===== src/rtl/timer_counter_pkg.sv =====
// Shared constants and types for the down-counting interrupt timer.
// Register map, CTRL bit layout, mode and FSM encodings.
package timer_counter_pkg;

    localparam int CTRL_W = 4;

    localparam logic [1:0] REG_CTRL   = 2'd0;
    localparam logic [1:0] REG_PRESET = 2'd1;
    localparam logic [1:0] REG_COUNT  = 2'd2;

    localparam int CTRL_EN      = 0;
    localparam int CTRL_MODE_LO = 1;
    localparam int CTRL_MODE_HI = 2;
    localparam int CTRL_IM      = 3;

    localparam logic [1:0] MODE_ONESHOT = 2'b00;
    localparam logic [1:0] MODE_RELOAD  = 2'b01;

    typedef enum logic [1:0] {
        S_IDLE = 2'd0,
        S_LOAD = 2'd1,
        S_CNT  = 2'd2,
        S_INT  = 2'd3
    } state_t;

    // Modes 1x fold onto one-shot.
    function automatic logic [1:0] eff_mode(input logic [CTRL_W-1:0] c);
        logic [1:0] m;
        m = c[CTRL_MODE_HI:CTRL_MODE_LO];
        return (m == MODE_RELOAD) ? MODE_RELOAD : MODE_ONESHOT;
    endfunction

endpackage


===== src/rtl/timer_counter_if.sv =====
// Peripheral-bridge port bundle for the timer.
// Bridge drives addr/WE/WD; timer returns RD and IRQ.
interface timer_counter_if;

    logic [1:0]  addr;
    logic        WE;
    logic [31:0] WD;
    logic [31:0] RD;
    logic        IRQ;

    modport master (
        output addr,
        output WE,
        output WD,
        input  RD,
        input  IRQ
    );

    modport slave (
        input  addr,
        input  WE,
        input  WD,
        output RD,
        output IRQ
    );

endinterface


===== src/rtl/timer_counter.sv =====
// Memory-mapped down-counting timer with one-shot and auto-reload modes.
// IRQ feeds one HWInt bit; CTRL writes acknowledge the interrupt.
module timer_counter
    import timer_counter_pkg::*;
#(
    parameter int COUNT_W = 32
) (
    input  logic           clk,
    input  logic           reset,
    timer_counter_if.slave bus
);

    state_t              state_q, state_d;
    logic [CTRL_W-1:0]   ctrl_q, ctrl_d;
    logic [COUNT_W-1:0]  preset_q, preset_d;
    logic [COUNT_W-1:0]  count_q, count_d;
    logic                irq_q, irq_d;

    logic                en;
    logic                fire;
    logic [31:0]         preset_ext;
    logic [31:0]         count_ext;
    logic [31:0]         rd_mux;

    always_ff @(posedge clk or negedge reset) begin
        if (!reset) begin
            state_q  <= S_IDLE;
            ctrl_q   <= '0;
            preset_q <= '0;
            count_q  <= '0;
            irq_q    <= 1'b0;
        end else begin
            state_q  <= state_d;
            ctrl_q   <= ctrl_d;
            preset_q <= preset_d;
            count_q  <= count_d;
            irq_q    <= irq_d;
        end
    end

    always_comb begin
        state_d  = state_q;
        ctrl_d   = ctrl_q;
        preset_d = preset_q;
        count_d  = count_q;
        irq_d    = irq_q;
        fire     = 1'b0;
        en       = ctrl_q[CTRL_EN];

        unique case (state_q)
            S_IDLE: begin
                if (en) state_d = S_LOAD;
            end
            S_LOAD: begin
                count_d = preset_q;
                state_d = en ? S_CNT : S_IDLE;
            end
            S_CNT: begin
                if (!en) begin
                    state_d = S_IDLE;
                end else if (count_q > COUNT_W'(1)) begin
                    count_d = count_q - COUNT_W'(1);
                end else begin
                    // Terminal case also covers PRESET=0.
                    count_d = '0;
                    fire    = 1'b1;
                    state_d = S_INT;
                end
            end
            S_INT: begin
                state_d = S_IDLE;
                unique case (eff_mode(ctrl_q))
                    MODE_RELOAD:  irq_d = 1'b0;
                    MODE_ONESHOT: ctrl_d[CTRL_EN] = 1'b0;
                    default: ;
                endcase
            end
            default: state_d = S_IDLE;
        endcase

        if (bus.WE) begin
            unique case (1'b1)
                (bus.addr == REG_CTRL): begin
                    ctrl_d = bus.WD[CTRL_W-1:0];
                    irq_d  = 1'b0;
                end
                (bus.addr == REG_PRESET): begin
                    preset_d = bus.WD[COUNT_W-1:0];
                end
                default: ;
            endcase
        end

        // Terminal count beats a same-cycle acknowledge.
        if (fire) irq_d = 1'b1;
    end

    always_comb begin
        preset_ext = '0;
        count_ext  = '0;
        preset_ext[COUNT_W-1:0] = preset_q;
        count_ext[COUNT_W-1:0]  = count_q;
    end

    always_comb begin
        rd_mux = '0;
        unique case (1'b1)
            (bus.addr == REG_CTRL):   rd_mux = {{(32-CTRL_W){1'b0}}, ctrl_q};
            (bus.addr == REG_PRESET): rd_mux = preset_ext;
            (bus.addr == REG_COUNT):  rd_mux = count_ext;
            default:                  rd_mux = '0;
        endcase
    end

    assign bus.RD  = rd_mux;
    assign bus.IRQ = irq_q & ctrl_q[CTRL_IM];

endmodule


===== src/flat_wrapper.sv =====
// flat-port wrapper written by rule: the top's interface ports become plain ports
module timer_counter_flat import timer_counter_pkg::*;
#(
    parameter int COUNT_W = 32
)
  (clk, reset, bus_addr, bus_WE, bus_WD, bus_RD, bus_IRQ);
  timer_counter_if bus_i ();
  input  logic clk;
  input  logic reset;
  input wire logic [$bits(bus_i.addr)-1:0] bus_addr;
  input wire logic [$bits(bus_i.WE)-1:0] bus_WE;
  input wire logic [$bits(bus_i.WD)-1:0] bus_WD;
  output wire logic [$bits(bus_i.RD)-1:0] bus_RD;
  output wire logic [$bits(bus_i.IRQ)-1:0] bus_IRQ;
  assign bus_i.addr = bus_addr;
  assign bus_i.WE = bus_WE;
  assign bus_i.WD = bus_WD;
  assign bus_RD = bus_i.RD;
  assign bus_IRQ = bus_i.IRQ;
  timer_counter #(.COUNT_W(COUNT_W)) u_core (.clk(clk), .reset(reset), .bus(bus_i));
endmodule

===== config.mk =====
export PLATFORM = sky130hd
export DESIGN_NAME = timer_counter_flat
export DESIGN_NICKNAME = d
export VERILOG_FILES = /design/src/rtl/timer_counter_pkg.sv /design/src/rtl/timer_counter_if.sv /design/src/rtl/timer_counter.sv /design/src/flat_wrapper.sv
export SDC_FILE = /design/constraint.sdc
export NUM_CORES = 1
export LEC_CHECK = 0
export ABC_AREA = 1
export BUFFER_PORTS_ARGS = -buffer_cell sky130_fd_sc_hd__buf_2
export CORE_ASPECT_RATIO = 0.9
export CORE_MARGIN = 8
export CORE_UTILIZATION = 43
export DETAILED_ROUTE_END_ITERATION = 8
export PLACE_DENSITY = 0.77
export SYNTH_ARGS = -nofsm -noshare
export SYNTH_HDL_FRONTEND = slang
export SYNTH_SLANG_ARGS = --single-unit

===== constraint.sdc =====
create_clock -name clk -period 1.76 [get_ports clk]
set_clock_uncertainty 0.2 [all_clocks]
set_input_delay 0.352 -clock clk [delete_from_list [all_inputs] [get_ports clk]]
set_output_delay 0.352 -clock clk [all_outputs]
set_load 0.005 [all_outputs]

Word-level counts from Yosys, hierarchy flattened
Cells that the tools add are included.
Word-level totals
  register bits after elaboration: 71
  output and inout port bits: 33
Operators by class
  add/subtract/negate cells: 1
  order comparisons: 1
  equality and inequality tests: 10
  mux-type cells: 22
  bitwise gates (word level): 1
  reductions and logical operators: 8
Operators by type and width (number)
  32-bit case mux with 3 select lines: 1
  32-bit two-way mux: 2
  32-bit case mux with 2 select lines: 1
  32-bit by 1-bit > comparator with 1-bit output (second input constant): 1
  32-bit by 1-bit subtractor with 32-bit output (second input constant): 1
  1-bit two-way mux: 13
  2-bit by 1-bit == test with 1-bit output (second input constant): 4
  2-bit two-way mux: 4
  2-bit case mux with 4 select lines: 1
  2-bit AND reduction: 4
  2-bit == test (second input constant): 3
  2-bit logical NOT: 3
  2-bit by 1-bit inequality test with 1-bit output (second input constant): 2
  3-bit inequality test (second input constant): 1
  2-bit nonzero test: 1
  1-bit AND: 1

Logic depth before layout (Yosys ltp)
Gate-level depths: netlist (run 1).
  depth in word-level cells: 8
  gate-level depth with buffers: 12
  gate-level depth less buffers: 11

Worst setup path after synthesis (run 1)
No wires, ideal clock.
  path kind: register to register
  start: reg u_core.count_q[0], in the netlist u_core.count_ext[0]
  end: reg u_core.count_q[31], in the netlist u_core.count_ext[31]
  setup time: 0.124 ns
  data arrival time: 1.438 ns
  slack: -0.002 ns
  cell stages (with the launch flop): 13
  path buffers: 1
  clock period less this slack: 1.762 ns
  path through: dfrtp_1 -> inv_2 -> ha_1 -> inv_1 -> nand2_1 -> nand2_1 -> nor2_1 -> nand2_1 -> nor2_4 -> nor2_8 -> buf_6 -> nand3_2 -> a21oi_2
Between the ends
  cells in the longest elaborated chain, start to end: 4
  elaborated cells on any way between the ends: 5
RTL lines
  from (decl): RTL line timer_counter.sv:16  | logic [COUNT_W-1:0] count_q, count_d;
  from (signal assigned): RTL line timer_counter.sv:36  | count_q <= count_d;
  32-bit by 1-bit subtractor with 32-bit output / 32-bit by 1-bit > comparator with 1-bit output (equally long branches): RTL line timer_counter.sv:62, timer_counter.sv:61
  32-bit two-way mux (*): RTL line timer_counter.sv:61  | end else if (count_q > COUNT_W'(1)) begin
  32-bit two-way mux (*): RTL line timer_counter.sv:59  | if (!en) begin
  32-bit case mux with 2 select lines (*): RTL line timer_counter.sv:50  | unique case (state_q)
Mark *: on every way between the ends. The rest lies on a longest branch, timed or not. The select of a mux whose other input is x is not followed.
A chain may end at the register's enable or synchronous reset.

Final worst setup path (run 1)
  start: reg u_core.count_q[0], in the netlist u_core.count_ext[0]
  end: reg u_core.count_q[18], in the netlist u_core.count_ext[18]
The elaborated chain is that of the path after synthesis.

==> flow_summary_export.csv, run 1 <==
group,metric,value,unit
placement,port-buffer-count,69,
critical_path,rr_endpoint,"u_core.count_ext[18]",
run_status,status,"complete, but fails checks",
global_routing,grt_pass1_wl,21820,µm
drt,wl_per_cell,16.55,µm
synth,synth_most_common_cell,"nand2_1",
clocking,insertion_delay,0.34,ns
critical_path,cp-start-kind,"register",
sta,finalSetupViolCount,37,
floorplan,coreArea,10120,µm²
sta,worstMarginPinSlew,0.5124,ns
placement,place_hpwl,9639,µm
synth,yosys_warnings,0,
sta,rsz0062_at_grt,"yes",
synth,yosysTopAreaCell,"dfrtp_1",
power_and_ir_drop,p_leak,2.764,nW
sta,finalCritPeriodShare,1.088,
global_routing,grt_pass1_vias,4616,
synth,synthesis.area,4395,µm²
synth,yosys-top-cells-area,"dfrtp_1, nand2_1, o21ai_0",
floorplan,rows,35,
sta,hold_violations,0,
clocking,cts-buffers-inserted,9,
finish,design_area,6056,µm²
critical_path,crit_path_end_kind,"register",
drt,ant_nets,0,
critical_path,reg2reg_depth,13,
synth,avgSynthCellArea,7.631,µm²
drt,drt_iter0_drc,314,
floorplan,die_area,13720,µm²
synth,ys.flop_type,"dfrtp_1",
synth,ys_types,32,
sta,hold_slack,0.03700,ns
floorplan,chipHeight,111.9,µm
sta,setup_slack,-0.1545,ns
clocking,cts.path.max_buffers,2,
sta,max_freq,522.3,MHz
global_routing,grt_max_degree,72,
critical_path,reg2reg_from,"u_core.count_ext[0]",
clocking,htreeDepth,3,
critical_path,path_max_fanout,5,
drt,drc,0,
synth,ys_seq_area_frac,0.4042,
floorplan,die_w,122.6,µm
global_routing,overflow,0,
drt,wl,14000,µm
finish,utilization,0.5986,
global_routing,antenna_found_initial,0,
critical_path,endpoint,"u_core.count_ext[18]",
drt,num_vias,4529,
synth,synth_edf_count,0,
run_status,violations,"setup timing",
synth,syn-num-nets,615,
finish,area_growth,37.77,%
placement,place_ws,-0.2939,ns
critical_path,critPathRequiredTime,1.83,ns
sta,fin_tns_setup,-3.776,ns
critical_path,worstSetupStartpoint,"u_core.count_ext[0]",
critical_path,r2r_slack,-0.15,ns
drt,post_drt_via_cell_ratio,5.353,
sta,min_period,1.914,ns
power_and_ir_drop,peakVddDrop,0.6923,mV
sta,slew_violations,0,
synth,synth_top_area_share,0.4042,
drt,firstDrtPassIters,5,
clocking,cts_root_buf,"clkbuf_16",
finish,n_antenna_cell,0,
finish,layout.nets,751,
clocking,path_clk_slew,0.06,ns
synth,synthCells,576,
finish,drive_gt1_frac,0.3905,
clocking,clock_sinks,71,
placement,gp_congestion,0.8995,
synth,ys_top_cells_by_count,"nand2_1, nor2_1, dfrtp_1",
floorplan,io_pins,70,
run,maxCapViolations,0,
global_routing,gr-usage-all-layers,0.2002,
floorplan,initial_core_util,0.4345,
critical_path,crit_type,"reg2reg",
power_and_ir_drop,power_density,1410,nW/µm²
synth,synthArstFlopShare,1.000,
sta,slew-limit-headroom,0.6580,
min_path,min_path_type,"in2reg",
critical_path,worstPathArrival,1.98,ns
synth,ys_ff_latch,71,
clocking,cts_tree,"yes",
placement,dpl_cell_area,5214,µm²
## placed cells by master (no fill, tap or decap), drive strengths merged
master,n
buf,142
nand2,137
nor2,95
o21ai,76
dfrtp,71
inv,66
nand3,28
a21oi,24
mux2,23
clkbuf,13
a22oi,13
xor2,7
o22ai,5
o211ai,4
bufinv,2
clkinvlp,2
clkinv,2
ha,2
o221ai,1
o311ai,1
a211oi,1
nand4,1
dlygate4sd3,1
## metrics by stage
stage	cells	power (mW)
floorplan	576	4.435
CTS	831	7.990
finish	846	8.540
detailed placement	802	5.705
global placement	802	5.543
global route	846	9.059
## how the worst min path moves through the flow
| stage | from | endpoint | slack [ns] | depth (start not counted) |
|---|---|---|---|---|
| finish | bus_WD[23] | u_core.preset_ext[23] | 0.04 | 2 |
| global route | bus_WD[24] | u_core.preset_ext[24] | 0.03 | 2 |
| CTS | bus_WD[5] | u_core.preset_ext[5] | 0.03 | 2 |
| detailed placement | reset | u_core.preset_ext[20] | 0.21 | 2 |
| global placement | reset | u_core.preset_ext[18] | 0.21 | 2 |
| floorplan | reset | u_core.count_ext[0] | -0.14 | 0 |
## report_power, final
group	switching [mW]	leakage, nW	internal (mW)	total [mW]
sequential	0.542	0.820	2.17	2.71
clock	0.714	0.158	1.31	2.03
combinational	2.04	1.79	1.76	3.80
total	3.29	2.76	5.24	8.54
## metal layers
metal	vias to the layer above	GRT usage	routed length [µm]
met5	-	0	0
met4	0	0.05763	390
met3	38	0.06120	964
met2	160	0.3227	6604
met1	2185	0.2513	6042
li1	2146	-	-
## cells by family after synthesis
logic type / share of synthesized area
compound gates: 0.1617
simple gates: 0.2736
xor+xnor: 0.01395
buf+inv: 0.08198
flops: 0.4042
mux: 0.05892
fa+ha+maj: 0.005692
## flip-flops by register name, indices dropped and copies added (netlist names)
signal	cells
u_core.state_q	2
u_core.count_ext	32
u_core.irq_q	1
u_core.preset_ext	32
u_core.ctrl_q	4
## final cells by class
type | count | area, µm²
Fill cell | 833 | 4060
Multi-Input combinational cell | 418 | 2406
Sequential cell | 71 | 1778
Timing Repair Buffer | 145 | 1111
Inverter | 67 | 266.5
Clock buffer | 11 | 252.7
Tap cell | 129 | 161.4
Clock inverter | 5 | 80.08
## timing repair
action	in CTS	in global routing
hold buffers	1	0
cloned	1	2
buffers inserted	11	15
gates resized for setup	21	76
hold endpoints to repair	71	0
endpoints found under the setup margin	65	65
pin swaps	10	10
## critical path: stages (launching register included)
cell and delay [ns]:
dfrtp_1 0.38, inv_2 0.07, ha_4 0.17, inv_2 0.04
nand2_1 0.04, nand2_1 0.05, nor2_1 0.04, nand2_1 0.10
nor2_4 0.05, buf_6 0.11, nor2_4 0.19, clkbuf_16 0.19
nand3_2 0.07, a21oi_2 0.13
Power figures use the tool's default switching activity.
==> inputs of run 2 (changes only) <==
--- a/config.mk
+++ b/config.mk
@@ -11,7 +11,7 @@
 export CORE_MARGIN = 8
 export CORE_UTILIZATION = 43
 export DETAILED_ROUTE_END_ITERATION = 8
-export PLACE_DENSITY = 0.77
+export PLACE_DENSITY = 0.74
 export SYNTH_ARGS = -nofsm -noshare
 export SYNTH_HDL_FRONTEND = slang
 export SYNTH_SLANG_ARGS = --single-unit
==> constraint.sdc (replaced) <==
create_clock -name clk -period 2.4 [get_ports clk]
set_clock_uncertainty 0.2 [all_clocks]
set_input_delay 0.48 -clock clk [delete_from_list [all_inputs] [get_ports clk]]
set_output_delay 0.48 -clock clk [all_outputs]
set_load 0.005 [all_outputs]
==> flow_summary_export.csv, run 2 (synthesis gave the netlist of run 1 again) <==
group,metric,value,unit
run_status,status,"finished, final reports clean",
critical_path,crit_path_end_kind,"output pin",
critical_path,critPathTopFamily,"buffers and inverters",
critical_path,critPathRequiredTime,1.72,ns
critical_path,worstSetupStartpoint,"bus_addr[0]",
global_routing,gr-usage-all-layers,0.1909,
sta,finalCritPeriodShare,0.8809,
finish,area_growth,19.39,%
drt,wl_per_cell,15.85,µm
critical_path,r2r_slack,0.30,ns
drt,num_vias,4073,
placement,place_ws,0.3060,ns
floorplan,io_pins,70,
critical_path,reg2reg_depth,12,
clocking,htreeDepth,3,
global_routing,grt_max_degree,42,
floorplan,chipHeight,111.9,µm
finish,design_area,5248,µm²
power_and_ir_drop,total_power,5.288,mW
placement,gp_congestion,0.9046,
sta,slew-limit-headroom,0.6203,
floorplan,initial_core_util,0.4345,
critical_path,crit_type,"in2out",
placement,place_hpwl,8843,µm
min_path,holdCritStartpoint,"bus_WD[30]",
clocking,cts_root_buf,"clkbuf_16",
sta,finalSetupViolCount,0,
finish,layout.nets,684,
clocking,insertion_delay,0.34,ns
min_path,whs_path_depth,2,
global_routing,overflow,0,
run,maxCapViolations,0,
global_routing,grt_pass1_wl,20820,µm
critical_path,max_stage_delay,0.27,ns
drt,drc,0,
critical_path,worstPathArrival,1.43,ns
clocking,cts-buffers-inserted,9,
placement,dpl_cell_area,4923,µm²
clocking,cts.path.max_buffers,2,
sta,worstMarginPinSlew,0.5695,ns
sta,min_period,2.114,ns
min_path,min_to,"u_core.preset_ext[30]",
sta,max_freq,473.0,MHz
power_and_ir_drop,peakVddDrop,0.4951,mV
floorplan,die_w,122.6,µm
sta,slew_violations,0,
min_path,min_path_type,"in2reg",
floorplan,rows,35,
critical_path,cp-start-kind,"primary input",
global_routing,grt_pass1_vias,4233,
clocking,cts_setup_buffers,0,
sta,fin_tns_setup,0,ns
clocking,cts_tree,"yes",
drt,firstDrtPassIters,6,
sta,setup_slack,0.2858,ns
finish,fill_cells,985,
critical_path,rr_endpoint,"u_core.count_ext[1]",
critical_path,path_common_cell,"buf_2",
power_and_ir_drop,power_density,1008,nW/µm²
floorplan,coreArea,10120,µm²
drt,drt_iter0_drc,255,
critical_path,path_max_fanout,32,
clocking,path_clk_slew,0.06,ns
critical_path,reg2reg_from,"u_core.count_ext[0]",
critical_path,slowest_stage,"o21ai_0",
clocking,clock_sinks,71,
placement,port-buffer-count,69,
global_routing,antenna_found_initial,0,
finish,n_antenna_cell,0,
critical_path,critPathBufInv,4,
sta,rsz0062_at_grt,"no",
power_and_ir_drop,p_leak,2.379,nW
sta,hold_slack,0.1603,ns
sta,hold_violations,0,
critical_path,crit_chain,"buf_2 -> inv_1 -> nand2_1 -> buf_4 -> o21ai_0 -> buf_2",
finish,mostFrequentLayoutCell,"nand2_1",
drt,post_drt_via_cell_ratio,5.228,
floorplan,die_area,13720,µm²
finish,drive_gt1_frac,0.2523,
drt,ant_nets,0,
finish,most-common-layout-cells,"nand2_1, nor2_1, dfrtp_1, buf_2, o21ai_0",
drt,wl,12350,µm
==> run 2: final cells by class <==
| class | count | area [µm²] | share of cell area |
|---|---|---|---|
| multi-input combinational | 417 | 2258 | 0.4304 |
| clock inverter | 6 | 85.08 | 0.01621 |
| sequential | 71 | 1777 | 0.3386 |
| clock buffer | 10 | 229.0 | 0.04363 |
| timing repair buffer | 79 | 485.5 | 0.09251 |
| inverter | 67 | 251.5 | 0.04793 |
| tap | 129 | 161.4 | 0.03076 |
==> run 2: routing by layer <==
metal  global-route usage  up-vias  wire length (µm)
met2               0.3008      120              5677
met5                    0        -                 0
met1               0.2535     1930              5868
li1                     -     2008                 -
met4              0.05438        0               167
met3              0.04552       15               636
==> run 2: metrics by stage <==
step | cells | utilization
after floorplan | 576 | -
after global placement | 762 | 0.4867
after detailed placement | 762 | 0.4867
after CTS | 779 | 0.5187
after global routing | 779 | 0.5187
final | 779 | 0.5187
==> run 2: worst max path at each step <==
| stage | end | slack (ns) | cells past startpoint |
|---|---|---|---|
| finish | bus_RD[29] | 0.29 | 6 |
| global route | u_core.count_ext[1] | 0.17 | 12 |
| CTS | bus_RD[29] | 0.31 | 6 |
| detailed placement | bus_RD[29] | 0.31 | 6 |
| global placement | bus_RD[29] | 0.28 | 6 |
| floorplan | bus_RD[10] | 0.60 | 5 |
==> run 2: where the power goes <==
group          leakage, nW  switching, mW  total, mW  internal, mW
registers            0.821          0.450       2.04          1.59
logic                 1.41           1.12       1.83         0.709
clock network        0.148          0.518       1.42         0.906
total                 2.38           2.09       5.29          3.20
==> run 2: repair_timing <==
item | 4_1_cts | 5_1_grt
hold buffers | 1 | 0
endpoints found under the hold margin | 21 | 0
gates resized for setup | 0 | 0
